[config.mk]
export PLATFORM = sky130hd
export DESIGN_NAME = bg_write_arbiter
export DESIGN_NICKNAME = d
export VERILOG_FILES = /design/src/rtl/bg_write_arbiter.sv
export SDC_FILE = /design/constraint.sdc
export NUM_CORES = 1
export LEC_CHECK = 0
export CORE_ASPECT_RATIO = 2
export CORE_UTILIZATION = 32
export DETAILED_ROUTE_END_ITERATION = 16
export GPL_TIMING_DRIVEN = 0
export PLACE_DENSITY = 0.79
export SYNTH_ARGS = -nofsm -noshare
export SYNTH_HDL_FRONTEND = slang
export SYNTH_SLANG_ARGS = --single-unit
[constraint.sdc]
create_clock -name clk -period 1.8 [get_ports clk]
set_input_delay 0.36 -clock clk [delete_from_list [all_inputs] [get_ports clk]]
set_output_delay 0.36 -clock clk [all_outputs]
set_load 0.02 [all_outputs]
[src/rtl/bg_write_arbiter.sv]
// bg_write_arbiter: four write ports and a RAM clear engine share one background RAM.
// Grants are combinational, and RAM writes are registered with one cycle of latency.
// While the clear engine runs, it zeroes CLEAR_WORDS consecutive words and blocks all ports.
// Optional build macro BG_ARB_ROUND_ROBIN_EN selects round-robin port priority.
// Without it, priority is fixed: port 0 is highest and port 3 is lowest.
module bg_write_arbiter #(
  parameter int ADDR_W      = 16,
  parameter int DATA_W      = 32,
  parameter int CLEAR_WORDS = 1200
) (
  input  logic                clk,
  input  logic                reset,
  input  logic                wr_window,
  input  logic                clear_start,
  input  logic [3:0]          req,
  input  logic [4*ADDR_W-1:0] addr_in,
  input  logic [4*DATA_W-1:0] data_in,
  output logic [3:0]          gnt,
  output logic                ram_we,
  output logic [ADDR_W-1:0]   ram_addr,
  output logic [DATA_W-1:0]   ram_data,
  output logic                clear_busy
);

  localparam int               CNT_W     = $clog2(CLEAR_WORDS + 1);
  localparam logic [CNT_W-1:0] LAST_WORD = CNT_W'(CLEAR_WORDS - 1);

  typedef enum logic {S_ARB, S_CLEAR} state_t;

  state_t           state, next_state;
  logic [CNT_W-1:0] clr_cnt, next_cnt;
  logic             clear_wr;
  logic             grant_ok;
  logic             transfer;
  logic [1:0]       gnt_idx;

  // Ports may only win while arbitration owns the RAM and a clear is not being requested.
  assign grant_ok = !reset && wr_window && !clear_start && (state == S_ARB);
  assign transfer = |gnt;

`ifdef BG_ARB_ROUND_ROBIN_EN
  logic [1:0] rr_ptr;
  logic [1:0] search_idx;

  // Round-robin pick: the search runs downward so the port just after rr_ptr is assigned last and wins.
  always_comb begin
    gnt        = '0;
    gnt_idx    = '0;
    search_idx = '0;
    if (grant_ok) begin
      for (int k = 4; k >= 1; k--) begin
        search_idx = rr_ptr + 2'(k);
        if (req[search_idx]) begin
          gnt     = 4'b0001 << search_idx;
          gnt_idx = search_idx;
        end
      end
    end
  end

  // Remember the last granted port; only a completed transfer moves the pointer.
  always_ff @(posedge clk) begin
    if (reset)         rr_ptr <= 2'd3;
    else if (transfer) rr_ptr <= gnt_idx;
  end
`else
  // Fixed-priority pick: scanning from port 3 down lets port 0 take precedence.
  always_comb begin
    gnt     = '0;
    gnt_idx = '0;
    if (grant_ok) begin
      for (int i = 3; i >= 0; i--) begin
        if (req[i]) begin
          gnt     = 4'b0001 << i;
          gnt_idx = 2'(i);
        end
      end
    end
  end
`endif

  // State and clear counter registers.
  always_ff @(posedge clk) begin
    if (reset) begin
      state   <= S_ARB;
      clr_cnt <= '0;
    end else begin
      state   <= next_state;
      clr_cnt <= next_cnt;
    end
  end

  // Next-state logic: start or restart clearing, step through words when the window is open, and leave after the last word.
  always_comb begin
    next_state = state;
    next_cnt   = clr_cnt;
    clear_wr   = 1'b0;
    case (state)
      S_ARB: begin
        if (clear_start) begin
          next_state = S_CLEAR;
          next_cnt   = '0;
        end
      end
      S_CLEAR: begin
        if (clear_start) begin
          next_cnt = '0;
        end else if (wr_window) begin
          clear_wr = 1'b1;
          if (clr_cnt == LAST_WORD) begin
            next_state = S_ARB;
            next_cnt   = '0;
          end else begin
            next_cnt = clr_cnt + 1'b1;
          end
        end
      end
      default: begin
        next_state = S_ARB;
        next_cnt   = '0;
      end
    endcase
  end

  // Registered RAM port: capture the granted port's word or a zero clear write.
  always_ff @(posedge clk) begin
    if (reset) begin
      ram_we     <= 1'b0;
      ram_addr   <= '0;
      ram_data   <= '0;
      clear_busy <= 1'b0;
    end else begin
      ram_we     <= transfer || clear_wr;
      clear_busy <= (next_state == S_CLEAR);
      if (transfer) begin
        ram_addr <= addr_in[gnt_idx*ADDR_W +: ADDR_W];
        ram_data <= data_in[gnt_idx*DATA_W +: DATA_W];
      end else if (clear_wr) begin
        ram_addr <= ADDR_W'(clr_cnt);
        ram_data <= '0;
      end
    end
  end

endmodule

# Word level (Yosys, flattened, before mapping)
# Cells that the tools add are included.
dict set report word_totals {
  output_inout_bits 54
  n_memories 0
  reg_bits 61
  ram_bits 0
  latchBits 0
  mem_bits_ro 0
  word_cells 48
  inputBits 200
}
dict set report classes {
  order_cmp 0
  n_reduce_logical 9
  n_bitwise 1
  n_shift 2
  n_mux 27
  n_addsub 1
  div_mod_pow 0
  mul 0
  eq_ne 3
}
# cell count
set op_table {}
lappend op_table {{$shiftx 128x8->32} 1}
lappend op_table {{$mux 32} 2}
lappend op_table {{$shiftx 64x7->16} 1}
lappend op_table {{$mux 11} 4}
lappend op_table {{$mux 16} 2}
lappend op_table {{$pmux 11 s2} 1}
lappend op_table {{$mux 4} 5}
lappend op_table {{$add 11x1->11 const B} 1}
lappend op_table {{$eq 11x11->1 const B} 1}
lappend op_table {{$mux 2} 5}
lappend op_table {{$mux 1} 7}
lappend op_table {{$reduce_or 4->1} 1}
lappend op_table {{$logic_and 1x1->1} 3}
lappend op_table {{$ne 3x3->1 const B} 1}
lappend op_table {{$logic_not 1->1} 2}
lappend op_table {{$ne 2x2->1 const B} 1}
lappend op_table {{$pmux 1 s2} 1}
lappend op_table {{$reduce_and 2->1} 1}
lappend op_table {{$reduce_bool 2->1} 1}
lappend op_table {{$logic_or 1x1->1} 1}
lappend op_table {{$not 1->1} 1}

# Longest topological paths before layout
# Gate-level depths: netlist (run 1).
dict set report depth {
  ltp_word 7
  ltp_mapped 7
  depth_no_buf 5
}

# Least setup slack after synthesis (run 1)
# Ideal clock, no wire load.
dict set report synth_path {
  kind {register to output}
  startpoint {register, netlist name clear_busy}
  endpoint {output port gnt[2]}
  setup_slack_ns -0.032
  arrival_time_ns 1.472
  stages_incl_launch_ff 5
  path_buffers 2
  path_cell_list {dfxtp_1 -> buf_2 -> nor4b_4 -> and3_1 -> buf_2}
}
# element line
set synth_lines {}
lappend synth_lines {{end: declaration} 18} ;# output logic [3:0] gnt,

==> metrics.md, run 1 <==
| Metric | Value |
|---|---|
| Required @ worst endpoint | `1440 ps` |
| Post-Synthesis Cell Area | `approximately 3500 um2` |
| Layout cell share with drive strength beyond 1 | `13.30%` |
| Gate power share | `~25%` |
| Core Util, Final | `62.82%` |
| Reg power frac | `35.8%` |
| Drt via density | `5.335` |
| Worst-path fanout max | `4` |
| Vias in the first global route | `roughly 4800` |
| Iter 0 DRT Violations | `approximately 150` |
| Most frequent cells in the layout | `241 x clkdlybuf4s50_1, 88 x nand2_1, 60 x dfxtp_1` |
| Placer congestion estimate | `0.8901` |
| Final HPWL DP | `11390 um` |
| Clk network pwr share | `39.2%` |
| Die Y | `149.8 um` |
| Syn. warnings | `0` |
| Cell Count, Final, Fillers Out | `821` |
| Remaining global-route overflow | `0` |
| Maximum root-to-sink buffer count | `2` |
| FP Rows | `53` |
| Setup ws final | `-99.70 ps` |
| Hold Buf Count CTS | `0` |
| Nature of the critical path endpoint | `output port` |
| Placed Instances | `793` |
| Final period util | `105.5%` |
| Mean post-synth cell area | `8.656 um2` |
| Post-layout nets | `880` |
| Max-slew violation total from the final report | `0` |
| Total Routed Length | `14290 um` |
| GRT Total Usage | `between 20% and 30%` |
| Final hold vios | `0` |
| Min-delay worst type | `in2reg` |
| Crit Path Category | `reg2out` |
| Sw Pwr | `0.9839 mW` |
| Peak VDD IR | `0.4355 mV` |
| CTS clk-pin slew, worst paths | `about 50 ps` |
| Design Area, Final | `6624 um2` |
| Headroom to the max-slew limit | `around three fifths` |
| Initial Utilization | `33.17%` |
| Post-layout power | `4.023 mW` |
| Core area | `10540 um2` |
| Switch share | `24.46%` |
| RSZ-0062 raised after global routing | `yes` |
| Sink Count | `roughly 60` |
| CTS buffer count | `9` |
| Min cycle time layout | `between 1500 and 2000 ps` |
| Syn Inst Count | `404` |
| First-pass GRT wire length | `22630 um` |
| CTS tree | `built` |
| Most common cell after layout, fill and taps aside | `clkdlybuf4s50_1` |
| Detailed-route via count | `4380` |
| Initial antenna violation count | `0` |
| Worst skew pair latency | `320 ps` |
| Root buf cell | `clkbuf_16` |
| H-tree depth | `3` |
| Place WS | `-1294 ps` |
| Slew @ Worst Pin | `~570 ps` |
| Hold Slack | `376.1 ps` |
| Setup TNS | `-99.70 ps` |
| WL/cell | `17.40 um` |
| Die Span X | `75.92 um` |
| Critical path arrival | `1540 ps` |
| Status | `finished, violations left` |
| Placed cell area | `between 6000 and 7000 um2` |
| Sequential area share after synthesis | `34.92%` |
| DR pass1 iterations | `4` |
| Clock skew | `3.850 ps` |
| Seq cells post-synth | `61` |
| Setup violators final | `1` |
| Routed Antenna Nets | `0` |
| Count of cell types in the netlist | `43` |
| Largest net degree at the start of global routing | `11` |
| Max-Cap Viols | `0` |
| Die area | `11380 um2` |
| IO Count | `254` |
| IO Port Bufs | `252` |
| Crit start category | `flip-flop` |
| Lkg Pwr | `2.440 nW` |
| Synth Net Count | `605` |
| Failing checks | `setup timing` |
| Fmax | `526.4 MHz` |
| Power per cell area | `607.3 nW/um2` |
| P&R area growth vs syn | `89.41%` |
| Drt drc | `0` |
| Antenna cells | `0` |
| P_int | `3.039 mW` |
[power by group through the flow]
stage / Combinational [mW] / Sequential [mW] / Clock [mW]
after floorplan: 0.273 / 1.54 / 0
after global placement: 0.964 / 1.47 / 0
after detailed placement: 0.986 / 1.47 / 0
after CTS: 1.00 / 1.44 / 1.63
after global routing: 1.06 / 1.45 / 1.69
final: 1.00 / 1.44 / 1.58
[state kept, by name, summed over array words and instances, names as in the netlist]
signal	flops
clr_cnt	11
ram_data	32
clear_busy	1
ram_addr	16
ram_we	1
[per-layer routing]
metal,track usage (%),wire length (um),share of wire [%],up-vias
li1,-,-,-,2091
met1,23.32,4866,34,2029
met3,5.305,837,5.9,43
met2,49.86,7968,56,217
met4,14.23,617,4.3,0
met5,0,0,0,-
[kinds of logic after synthesis]
family          count (synthesis)  synth area share (%)
compound gates                146                 32.52
simple gates                  119                 15.42
flops                          61                 34.92
mux                            38                 10.88
buf+inv                        36                 5.152
xor+xnor                        3                0.7515
fa+ha+maj                       1                0.3577
[area by class of cell]
class | count | area (um2)
tap | 137 | 171.4
clock inverter | 1 | 5.005
fill | 891 | 3920
multi-input combinational | 307 | 2127
buffer | 33 | 215.2
inverter | 1 | 3.754
timing repair buffer | 266 | 2609
sequential | 61 | 1225
clock buffer | 15 | 267.8
[worst paths after layout]
| check | startpoint | to | slack [ps] | depth (start not counted) |
|---|---|---|---|---|
| hold / removal | clear_start | clr_cnt[2]$_SDFFE_PP0P_ | 380 | 2 |
| setup reg to reg | clear_busy$_SDFF_PP0_ | clr_cnt[6]$_SDFFE_PP0P_ | 70 | 6 |
| hold reg to reg | ram_addr[13]$_SDFFE_PP0P_ | ram_addr[13]$_SDFFE_PP0P_ | 470 | 2 |
| setup / recovery | clear_busy$_SDFF_PP0_ | gnt[3] | -100 | 5 |
[critical path, cell delays in order (launching register included)]
cell	delay [ps]
dfxtp_4	350
nor4b_4	240
buf_4	180
and4_4	230
buf_6	110
buf_6	110
[cell usage after synthesis (all sizes together)]
cell / instances / share of area, %
a211oi: 1 / 0.57
a21boi: 1 / 0.21
a21oi: 20 / 2.9
a221oi: 11 / 2.8
a22o: 2 / 0.50
a22oi: 38 / 8.2
a311oi: 2 / 0.68
a31o: 11 / 2.8
a31oi: 15 / 2.7
a41oi: 1 / 0.25
and2: 4 / 0.72
and3: 1 / 0.18
and3b: 2 / 0.50
and4: 1 / 0.25
and4b: 1 / 0.29
buf: 20 / 3.4
clkbuf: 15 / 1.6
dfxtp: 61 / 35
ha: 1 / 0.36
inv: 1 / 0.11
mux2i: 38 / 11
nand2: 88 / 9.4
nand3: 3 / 0.43
nand3b: 1 / 0.21
nand4: 2 / 0.36
nor2: 7 / 0.75
nor3: 2 / 0.29
nor4: 2 / 0.36
nor4b: 2 / 0.93
o211ai: 40 / 10
o21ai: 3 / 0.43
o31ai: 1 / 0.21
or3: 1 / 0.18
or4: 2 / 0.54
xnor2: 1 / 0.25
xor2: 2 / 0.50
[repair_timing]
item,in CTS,in global routing
pin swaps,2,3
endpoints found under the hold margin,0,0
buffers inserted,11,3
gates resized for setup,56,19
endpoints found under the setup margin,60,50
(Power assumes the default switching activity.)
==> run 2, diff against run 1 <==
Settings changed: ABC_AREA set to 1, CORE_UTILIZATION 32 to 40, PLACE_DENSITY 0.79 to 0.81, SLEW_MARGIN set to 40.
Clock period 1.8 ns to 2.2 ns, I/O delays scaled along.
==> metrics.md, run 2 <==
| Metric | Value |
|---|---|
| Die Y | `158.5 um (was 149.8 um)` |
| Fmax | `471.4 MHz` |
| Hold Buf Count CTS | `0 (unchanged)` |
| Sequential area share after synthesis | `24.94% (was 34.92%)` |
| Layout cell share with drive strength beyond 1 | `6.003% (was 13.30%)` |
| Required @ worst endpoint | `1760 ps (was 1440 ps)` |
| Remaining global-route overflow | `0 (unchanged)` |
| Crit start category | `input port (was flip-flop)` |
| Switch share | `26.48% (was 24.46%)` |
| Synth async-reset ratio | `0% (unchanged)` |
| Post-synth EDFFs | `0 (unchanged)` |
| Worst-path fanout max | `10 (was 4)` |
| Placer congestion estimate | `0.9813 (was 0.8901)` |
| Iter 0 DRT Violations | `459 (was 146)` |
| Final period util | `96.43%` |
| IO Port Bufs | `253 (was 252)` |
| CP Cell Sequence | `dlygate4sd2_1 -> inv_2 -> nand2_2 -> nor2_4 -> buf_6 -> buf_6 -> inv_1 -> nor3_2 -> buf_4 (was nor4b_4 -> buf_4 -> and4_4 -> buf_6 -> buf_6)` |
| CTS buffer count | `9 (unchanged)` |
| Initial Utilization | `41.36% (was 33.17%)` |
| Initial antenna violation count | `0 (unchanged)` |
| Crit Path Category | `in2out (was reg2out)` |
| Hold path depth | `2 (unchanged)` |
| Maximum root-to-sink buffer count | `2 (unchanged)` |
| Dominant synthesized flop cell | `dfxtp_1 (unchanged)` |
| Most frequent cells in the layout | `271 x nand2_1, 245 x clkdlybuf4s50_1, 197 x inv_1 (was 241 x clkdlybuf4s50_1, 88 x nand2_1, 60 x dfxtp_1)` |
| Mean post-synth cell area | `5.484 um2 (was 8.656 um2)` |
| Largest net degree at the start of global routing | `11 (unchanged)` |
| Synth area leader | `dfxtp_1 (unchanged)` |
| CP dominant cell by count | `buf_6 (unchanged)` |
| Top-area cell type share of the netlist area | `24.94% (was 34.92%)` |
| Seq cells post-synth | `61 (unchanged)` |
| Most common cell after layout, fill and taps aside | `nand2_1 (was clkdlybuf4s50_1)` |
| Syn Inst Count | `893 (was 404)` |
| IO Count | `254 (unchanged)` |
| Headroom to the max-slew limit | `56.80% (was 61.97%)` |
| Syn. warnings | `0 (unchanged)` |
| Min-delay worst type | `reg2reg (was in2reg)` |
| Sink Count | `61 (unchanged)` |
| Slew @ Worst Pin | `648.1 ps (was 568.7 ps)` |
| Core area | `11840 um2 (was 10540 um2)` |
| Antenna cells | `0 (unchanged)` |
| RSZ-0062 raised after global routing | `no (was yes)` |
| H-tree depth | `3 (unchanged)` |
| Power per cell area | `455.9 nW/um2 (was 607.3 nW/um2)` |
| Root buf cell | `clkbuf_16 (unchanged)` |
| Max-Cap Viols | `0 (unchanged)` |
| CTS clk-pin slew, worst paths | `50 ps (about the same)` |
| Final hold vios | `0 (unchanged)` |
| Synth top area cells | `dfxtp_1 25%, nand2_1 21%, inv_1 15% (was dfxtp_1 35%, mux2i_1 11%, nand2_1 9.4%)` |
| Min cycle time layout | `2122 ps` |
| CTS tree | `built (unchanged)` |
| Nature of the critical path endpoint | `output port (unchanged)` |
| CP max stage cell | `dlygate4sd2_1 (was dfxtp_4)` |
| Post-Synthesis Cell Area | `4897 um2 (was 3497 um2)` |
| Die Span X | `80.24 um (was 75.92 um)` |
| Gate power share | `25.5% (was 24.9%)` |
| P&R area growth vs syn | `64.18% (was 89.41%)` |
| Setup violators final | `0 (was 1)` |
| First-pass GRT wire length | `31050 um (was 22630 um)` |
| GRT Total Usage | `32.06% (was 25.15%)` |
| Hold Slack | `463.0 ps (was 376.1 ps)` |
| Count of cell types in the netlist | `25 (was 43)` |
| Lkg Pwr | `3.893 nW (was 2.440 nW)` |
| Vias in the first global route | `6398 (was 4801)` |
| Synth Net Count | `1094 (was 605)` |
| Detailed-route via count | `6823 (was 4380)` |
| Status | `complete, no violations (was finished, violations left)` |
| Routed Antenna Nets | `0 (unchanged)` |
| Placed cell area | `7611 um2 (was 6201 um2)` |
| Clock skew | `4.430 ps (was 3.850 ps)` |
| Max-slew violation total from the final report | `0 (unchanged)` |
| CP peak stage delay | `260 ps (was 350 ps)` |
| Drt drc | `0 (unchanged)` |
| Register with the most flip-flops | `ram_data (unchanged)` |
| Most frequent cell after synthesis | `nand2_1 (unchanged)` |
| P_int | `2.695 mW (was 3.039 mW)` |
| Clk network pwr share | `42.9% (was 39.2%)` |
| Sw Pwr | `0.9708 mW (was 0.9839 mW)` |
| Die area | `12720 um2 (was 11380 um2)` |
| WL/cell | `15.66 um (was 17.40 um)` |
| Max reg flops | `32 (unchanged)` |
| Peak VDD IR | `0.5104 mV (was 0.4355 mV)` |
| Post-layout nets | `1362 (was 880)` |
| Biggest regs | `ram_data x32, ram_addr x16, clr_cnt x11 (unchanged)` |
| Worst skew pair latency | `330 ps (was 320 ps)` |
| Total Routed Length | `20540 um (was 14290 um)` |
| R2R depth | `10 (was 6)` |
| Critical path arrival | `1680 ps (was 1540 ps)` |
| Setup TNS | `0 ps (was -99.70 ps)` |
| Final HPWL DP | `16030 um (was 11390 um)` |
| Design Area, Final | `8040 um2 (was 6624 um2)` |
| FP Rows | `56 (was 53)` |
| DR pass1 iterations | `5 (was 4)` |
| Reg power frac | `31.6% (was 35.8%)` |
| Drt via density | `5.204 (was 5.335)` |
| Synth cell count leaders | `272 x nand2_1, 198 x inv_1, 94 x nand3_1 (was 88 x nand2_1, 61 x dfxtp_1, 38 x a22oi_1, 38 x mux2i_1, 27 x o211ai_1)` |
-- run 2: kinds of logic after synthesis --
| group | after synthesis | share of synthesized area [%] |
|---|---|---|
| AND/OR/NAND/NOR | 466 | 42.54 |
| buffers and inverters | 266 | 21.15 |
| AO/OA/AOI/OAI | 96 | 10.50 |
| flip-flops | 61 | 24.94 |
| multiplexers | 3 | 0.6132 |
| adder cells (fa/ha/maj) | 1 | 0.2555 |
-- run 2: metal layers --
layer,up-vias,part of all wire [%],global-route usage [%]
li1,3334,-,-
met1,3055,35,33.35
met2,349,53,58.97
met3,85,6.4,5.158
met4,0,5.8,18.88
met5,-,0,0
-- run 2: power groups by stage --
stage	sequential [mW]	combinational (mW)	clock [mW]
after floorplan	1.22	0.333	0
after global placement	1.18	0.902	0
after detailed placement	1.18	0.907	0
after CTS	1.16	0.921	1.58
after global routing	1.16	1.01	1.62
final	1.16	0.934	1.57
-- run 2: final timing paths --
check,endpoint,from,slack [ps]
worst max register to register,ram_addr[12]$_SDFFE_PP0P_,clear_busy$_SDFF_PP0_,230
worst min register to register,ram_data[20]$_SDFFE_PP0P_,ram_data[20]$_SDFFE_PP0P_,460
worst max-delay path,gnt[1],clear_start,80
worst min-delay path,ram_data[20]$_SDFFE_PP0P_,ram_data[20]$_SDFFE_PP0P_,460
-- run 2: per-stage QoR --
stage	power [mW]	setup slack, ps	util, %	instances
after floorplan	1.552	128.1	-	893
after global placement	2.083	-1012	64.28	1291
after detailed placement	2.089	-968.2	64.28	1291
after CTS	3.656	31.34	67.54	1311
after global routing	3.798	1.859	67.90	1311
final	3.666	78.45	67.90	1311
-- run 2: timing repair --
action,4_1_cts,5_1_grt
pin swaps,1,0
resized for setup,33,28
setup endpoints to repair,21,50
setup buffers,4,0
-- run 2: worst max-delay path: cells and delay by family --
kind	cells	cell delay, ps
and+or+nand+nor	3	390
buffers and inverters	6	830
-- run 2: area by class of cell --
class                      instances  area (um2)
fill                            1122        3801
multi-input combinational        566        2658
timing repair buffer             257        2556
sequential                        61        1221
inverter                         202       760.7
buffer                            64       336.6
clock buffer                      12       256.5
tap                              145       181.4
clock inverter                     4       70.07
==> edit 1: new RTL, flow settings as in run 1 <==
Add a define of `BG_ARB_ROUND_ROBIN_EN`.
--- a/src/rtl/bg_write_arbiter.sv
+++ b/src/rtl/bg_write_arbiter.sv
@@ -3,6 +3,8 @@
 // While the clear engine runs, it zeroes CLEAR_WORDS consecutive words and blocks all ports.
 // Optional build macro BG_ARB_ROUND_ROBIN_EN selects round-robin port priority.
 // Without it, priority is fixed: port 0 is highest and port 3 is lowest.
+`define BG_ARB_ROUND_ROBIN_EN
+
 module bg_write_arbiter #(
   parameter int ADDR_W      = 16,
   parameter int DATA_W      = 32,
Formal check against the unedited RTL: not equivalent (Yosys sat finds a counterexample within 4 cycles, from zero or initial values and one cycle with reset high).
==> edit 1 against run 1 <==
The flow still finishes with violations (negative setup slack); synthesized cell count grew 28%; register-to-register slack got worse by 1.0 ns; total power up 59%; sequential share of layout area fell by 2.9 points; largest power group is now combinational logic; design area rose by 24%; count of clock-buffer cells in the layout is 5 lower; routed wire length increased by 29%; setup slack got worse by 0.87 ns; critical endpoint is now ram_addr[2]$_SDFFE_PP0P_; synthesized area up 29%; first-iteration DRC count is 43% higher; clock power grew 4%; sequential cell count up 2; hold slack better by 0.079 ns.
==> edit 1: results (changes against run 1) <==
[status]
status = complete, but fails checks
violations = negative setup slack

[global_route]
grtUsageMet1 = 0.253  ; +0.0194
grtUsageTotal = 0.246  ; -0.00526

[setup_path]
r2r_start = rr_ptr[0]$_SDFFE_PP1P_
reg2reg_depth = 14  ; +8
crit_family = buffers and inverters
timing.critical_path.fanout_max = 9  ; +5

[sta]
finalWorstSetupSlack_ns = -0.969  ; -0.869 ns
clock_skew_ns = 0.00797  ; +0.00412 ns
finalSetupViolCount = 56  ; +55

[placed_design]
place_congestion = 0.893  ; +0.31%
pre_cts_ws_ns = -1.64  ; -0.347 ns

[clock_tree]
cts_setup_buffers = 16  ; +5
postCtsResizedCells = 101  ; +80%

[hold_path]
hold_path.class = register to register

[synth]
synth_common_cells = mux2i_1 (105), dfxtp_1 (63), o21ai_0 (56), nand3_1 (45), nand2_1 (29)
ys_seq_area_frac = 0.279  ; -0.0704
synth_nets = 724  ; +20%
synth.distinct_cells = 47  ; +9.3%

[layout]
finalNetCount = 1006  ; +14%
buf_share = 0.390  ; -0.0363
finalNonFillerCells = 993  ; +21%
clkbuf_count = 10  ; -5

[routing]
first_iter_violations = 209  ; +43%

-- edit 1: cell types whose count changed after synthesis, sizes merged, moves of 12 or more --
cell,run 1,this run
mux2i,38,105
nand2,88,29
o21ai,3,60
nand3,3,45
o211ai,40,3
a22oi,38,2
o22a,0,21
mux2,0,20
a31oi,15,1
nor2,7,21
a211oi,1,13
-- edit 1: worst max path at each step --
stage	start	end	slack, ns	cells after the start
finish	rr_ptr[0]$_SDFFE_PP1P_	ram_addr[2]$_SDFFE_PP0P_	-0.97	14
global route	rr_ptr[1]$_SDFFE_PP1P_	ram_data[17]$_SDFFE_PP0P_	-1.08	15
CTS	rr_ptr[1]$_SDFFE_PP1P_	rr_ptr[1]$_SDFFE_PP1P_	-0.92	15
detailed placement	wr_window	ram_data[8]$_SDFFE_PP0P_	-1.64	8
global placement	wr_window	ram_data[13]$_SDFFE_PP0P_	-1.62	8
floorplan	rr_ptr[0]$_SDFFE_PP1P_	ram_addr[1]$_SDFFE_PP0P_	-0.74	12
-- edit 1: power breakdown --
group | switching, µW | total (µW) | leakage (µW) | internal, µW
registers | 119 | 1730 | 0.000516 | 1620
logic | 1390 | 3010 | 0.00304 | 1620
clock network | 670 | 1650 | 0.000139 | 975
total | 2180 | 6390 | 0.00370 | 4210
-- edit 1: kinds of logic (layout without fill, tap and decap cells) --
| family | count (synthesis) | in the layout | synth area share |
|---|---|---|---|
| flip-flops | 63 | 63 | 0.279 |
| adder cells (fa/ha/maj) | 7 | 7 | 0.0194 |
| multiplexers | 127 | 127 | 0.292 |
| buffers and inverters | 54 | 341 | 0.0589 |
| AO/OA/AOI/OAI | 141 | 141 | 0.211 |
| XOR/XNOR | 1 | 1 | 0.00194 |
| AND/OR/NAND/NOR | 124 | 124 | 0.138 |
==> edit 2: new RTL, settings of run 1 <==
Made on the original files. One comparison of `clr_cnt` changes from == to >=.
--- a/src/rtl/bg_write_arbiter.sv
+++ b/src/rtl/bg_write_arbiter.sv
@@ -107,7 +107,7 @@
           next_cnt = '0;
         end else if (wr_window) begin
           clear_wr = 1'b1;
-          if (clr_cnt == LAST_WORD) begin
+          if (clr_cnt >= LAST_WORD) begin
             next_state = S_ARB;
             next_cnt   = '0;
           end else begin
Check against the original RTL: same outputs for any inputs over 10 cycles, from zero or initial values and one cycle with reset high; that may be too few to reach the edited logic, so the function may still have changed.
==> edit 2 against run 1 <==
The run still ends with negative setup slack left; sequential cell count unchanged; first-iteration DRC count up 91%; routed wire length up 17%; design area up 5.5%; global-route usage up 2.3 points; maximum frequency down 1.6%; synthesized cell count unchanged; setup slack worse by 0.031 ns; total power up 8.2%; die area up 7.0%; synthesized area up 7.2%; critical endpoint is now gnt[1]; largest cell class unchanged; highest routed layer unchanged.
==> edit 2: results (changes against run 1) <==
[synth]
synth_area_leaders = dfxtp_1 (33%), a221o_1 (10%), a221oi_1 (8.6%)
synth.distinct_cells = 56  ; +30%
synth_nets = 605  ; unchanged
yosys_warnings = 0  ; unchanged
ys_seq_area_frac = 0.326  ; -0.0233
synthArstFlopShare = 0  ; unchanged
synth_common_cells = dfxtp_1 (61), nor3_1 (40), nor2b_1 (39), a221o_1 (38), a221oi_1 (37)

[placed_design]
dpl-instance-area_um2 = 6450  ; +4.0%
portBuffers = 250  ; -0.79%
dp_hpwl_um = 13000  ; +14%
place_congestion = 0.907  ; +1.9%

[clock_tree]
htree_levels = 3  ; unchanged
clock_latency_ns = 0.33
cts.path.max_buffers = 2  ; unchanged
path_clk_slew_ns = 0.05  ; about the same
cts_buffers = 9  ; unchanged

[routing]
firstDrtPassIters = 5  ; +1
first_iter_violations = 279  ; +91%
viasPerCell = 5.78  ; +8.3%
wl_per_cell_um = 20.3  ; +17%

[global_route]
grtUsageMet1 = 0.255  ; +0.0216
antenna_found_initial = 0  ; unchanged
grtUsageTotal = 0.274  ; +0.0227
use_met3 = 0.0528  ; -0.000263
grt_pass1_wl_um = 25600  ; +13%
grt_pass1_vias = 5058  ; +5.4%
grt_use_met2 = 0.529  ; +0.0306
grt_max_degree = 11  ; unchanged

[sta]
finalSetupViolCount = 4  ; +3
clock_skew_ns = 0.00990  ; +0.00605 ns
holdWs_ns = 0.362  ; -0.0143 ns
finalWorstSetupSlack_ns = -0.131  ; -0.0312 ns
fin_setup_tns_ns = -0.399  ; -0.299 ns
tightest_slew_ns = 0.805  ; +0.237 ns

[hold_path]
worstHoldStart = reset
hold_path.class = input port to register
min_delay_worst_endpoint = ram_addr[1]$_SDFFE_PP0P_
whs_path_depth = 2  ; unchanged

[status]
status = complete, but fails checks
violations = negative setup slack

[setup_path]
timing.rr.end = ram_data[7]$_SDFFE_PP0P_
timing.critical_path.fanout_max = 2  ; -2
rrSetupSlack_ns = 0.06
reg2reg_depth = 8  ; +2
crit_path_top_delay_cell = dfxtp_4
cp.arrival_ns = 1.57  ; +0.03 ns
max_stage_delay_ns = 0.34
setup.worst_path.start = clear_busy$_SDFF_PP0_

[floorplan]
die-area_um2 = 12200  ; +7.0%

[layout]
largest_registers = ram_data (32), ram_addr (16), clr_cnt (11)
finalNetCount = 879  ; -0.11%
drive_above_1_share = 0.147  ; +0.0136
largest_reg_flops = 32  ; unchanged

[power_and_ir_drop]
power.leakage_uw = 0.00267  ; +9.2%
ir_drop_mv = 0.433  ; -0.65%

## edit 2: cell types whose count changed after synthesis, sizes merged, moves of 17 or more
cell    delta
a21oi     -17
a221o     +38
a221oi    +26
a22oi     -37
mux2i     -30
nand2     -71
nor2b     +39
nor3      +38
o211ai    -39
## edit 2: worst max-delay path by stage
stage | to | depth (start not counted)
2_1_floorplan | gnt[3] | 6
3_3_place_gp | gnt[0] | 6
3_5_place_dp | gnt[0] | 6
4_1_cts | gnt[2] | 6
5_1_grt | gnt[1] | 6
6_report | gnt[1] | 6
## edit 2: timing repair
item                                    CTS  global route
setup buffers                            12             2
pin swaps                                 4             2
resized for setup                        51            21
cloned                                    0             0
endpoints found under the setup margin   55            39
## edit 2: logic make-up after synthesis
logic type / count (synthesis) / synth area share
fa+ha+maj: 1 / 0.00334
buf+inv: 52 / 0.0758
flops: 61 / 0.326
mux: 10 / 0.0274
xor+xnor: 2 / 0.00468
compound gates: 141 / 0.351
simple gates: 137 / 0.212
## edit 2: worst max-delay path, delay by kind of cell, from the launching register on
| kind | cells | cell delay, ns |
|---|---|---|
| buffers and inverters | 3 | 0.40 |
| DFF | 1 | 0.34 |
| and+or+nand+nor | 3 | 0.52 |
## edit 2: per-stage QoR
stage | setup WS [ns] | cells
6_report | -0.131 | 824
4_1_cts | -0.172 | 822
2_1_floorplan | -0.0306 | 404
3_5_place_dp | -1.33 | 796
5_1_grt | -0.185 | 824
3_3_place_gp | -1.30 | 796
## edit 2: final cells by class
cell class / count / area (µm²)
Clock buffer: 11 / 243
Multi-Input combinational cell: 291 / 2330
Buffer: 45 / 302
Sequential cell: 61 / 1230
Clock inverter: 4 / 72.6
Inverter: 6 / 22.5
Fill cell: 982 / 4370
Timing Repair Buffer: 264 / 2610
Tap cell: 142 / 178
## edit 2: where the power goes
part	internal (µW)	switching, µW
Combinational	646	420
Clock	1240	603
Sequential	1410	37.4
## edit 2: metal layers
metal | part of all wire | wire length (µm)
met3 | 0.053 | 894
met1 | 0.33 | 5590
met2 | 0.56 | 9340
met5 | 0 | 0
met4 | 0.056 | 941
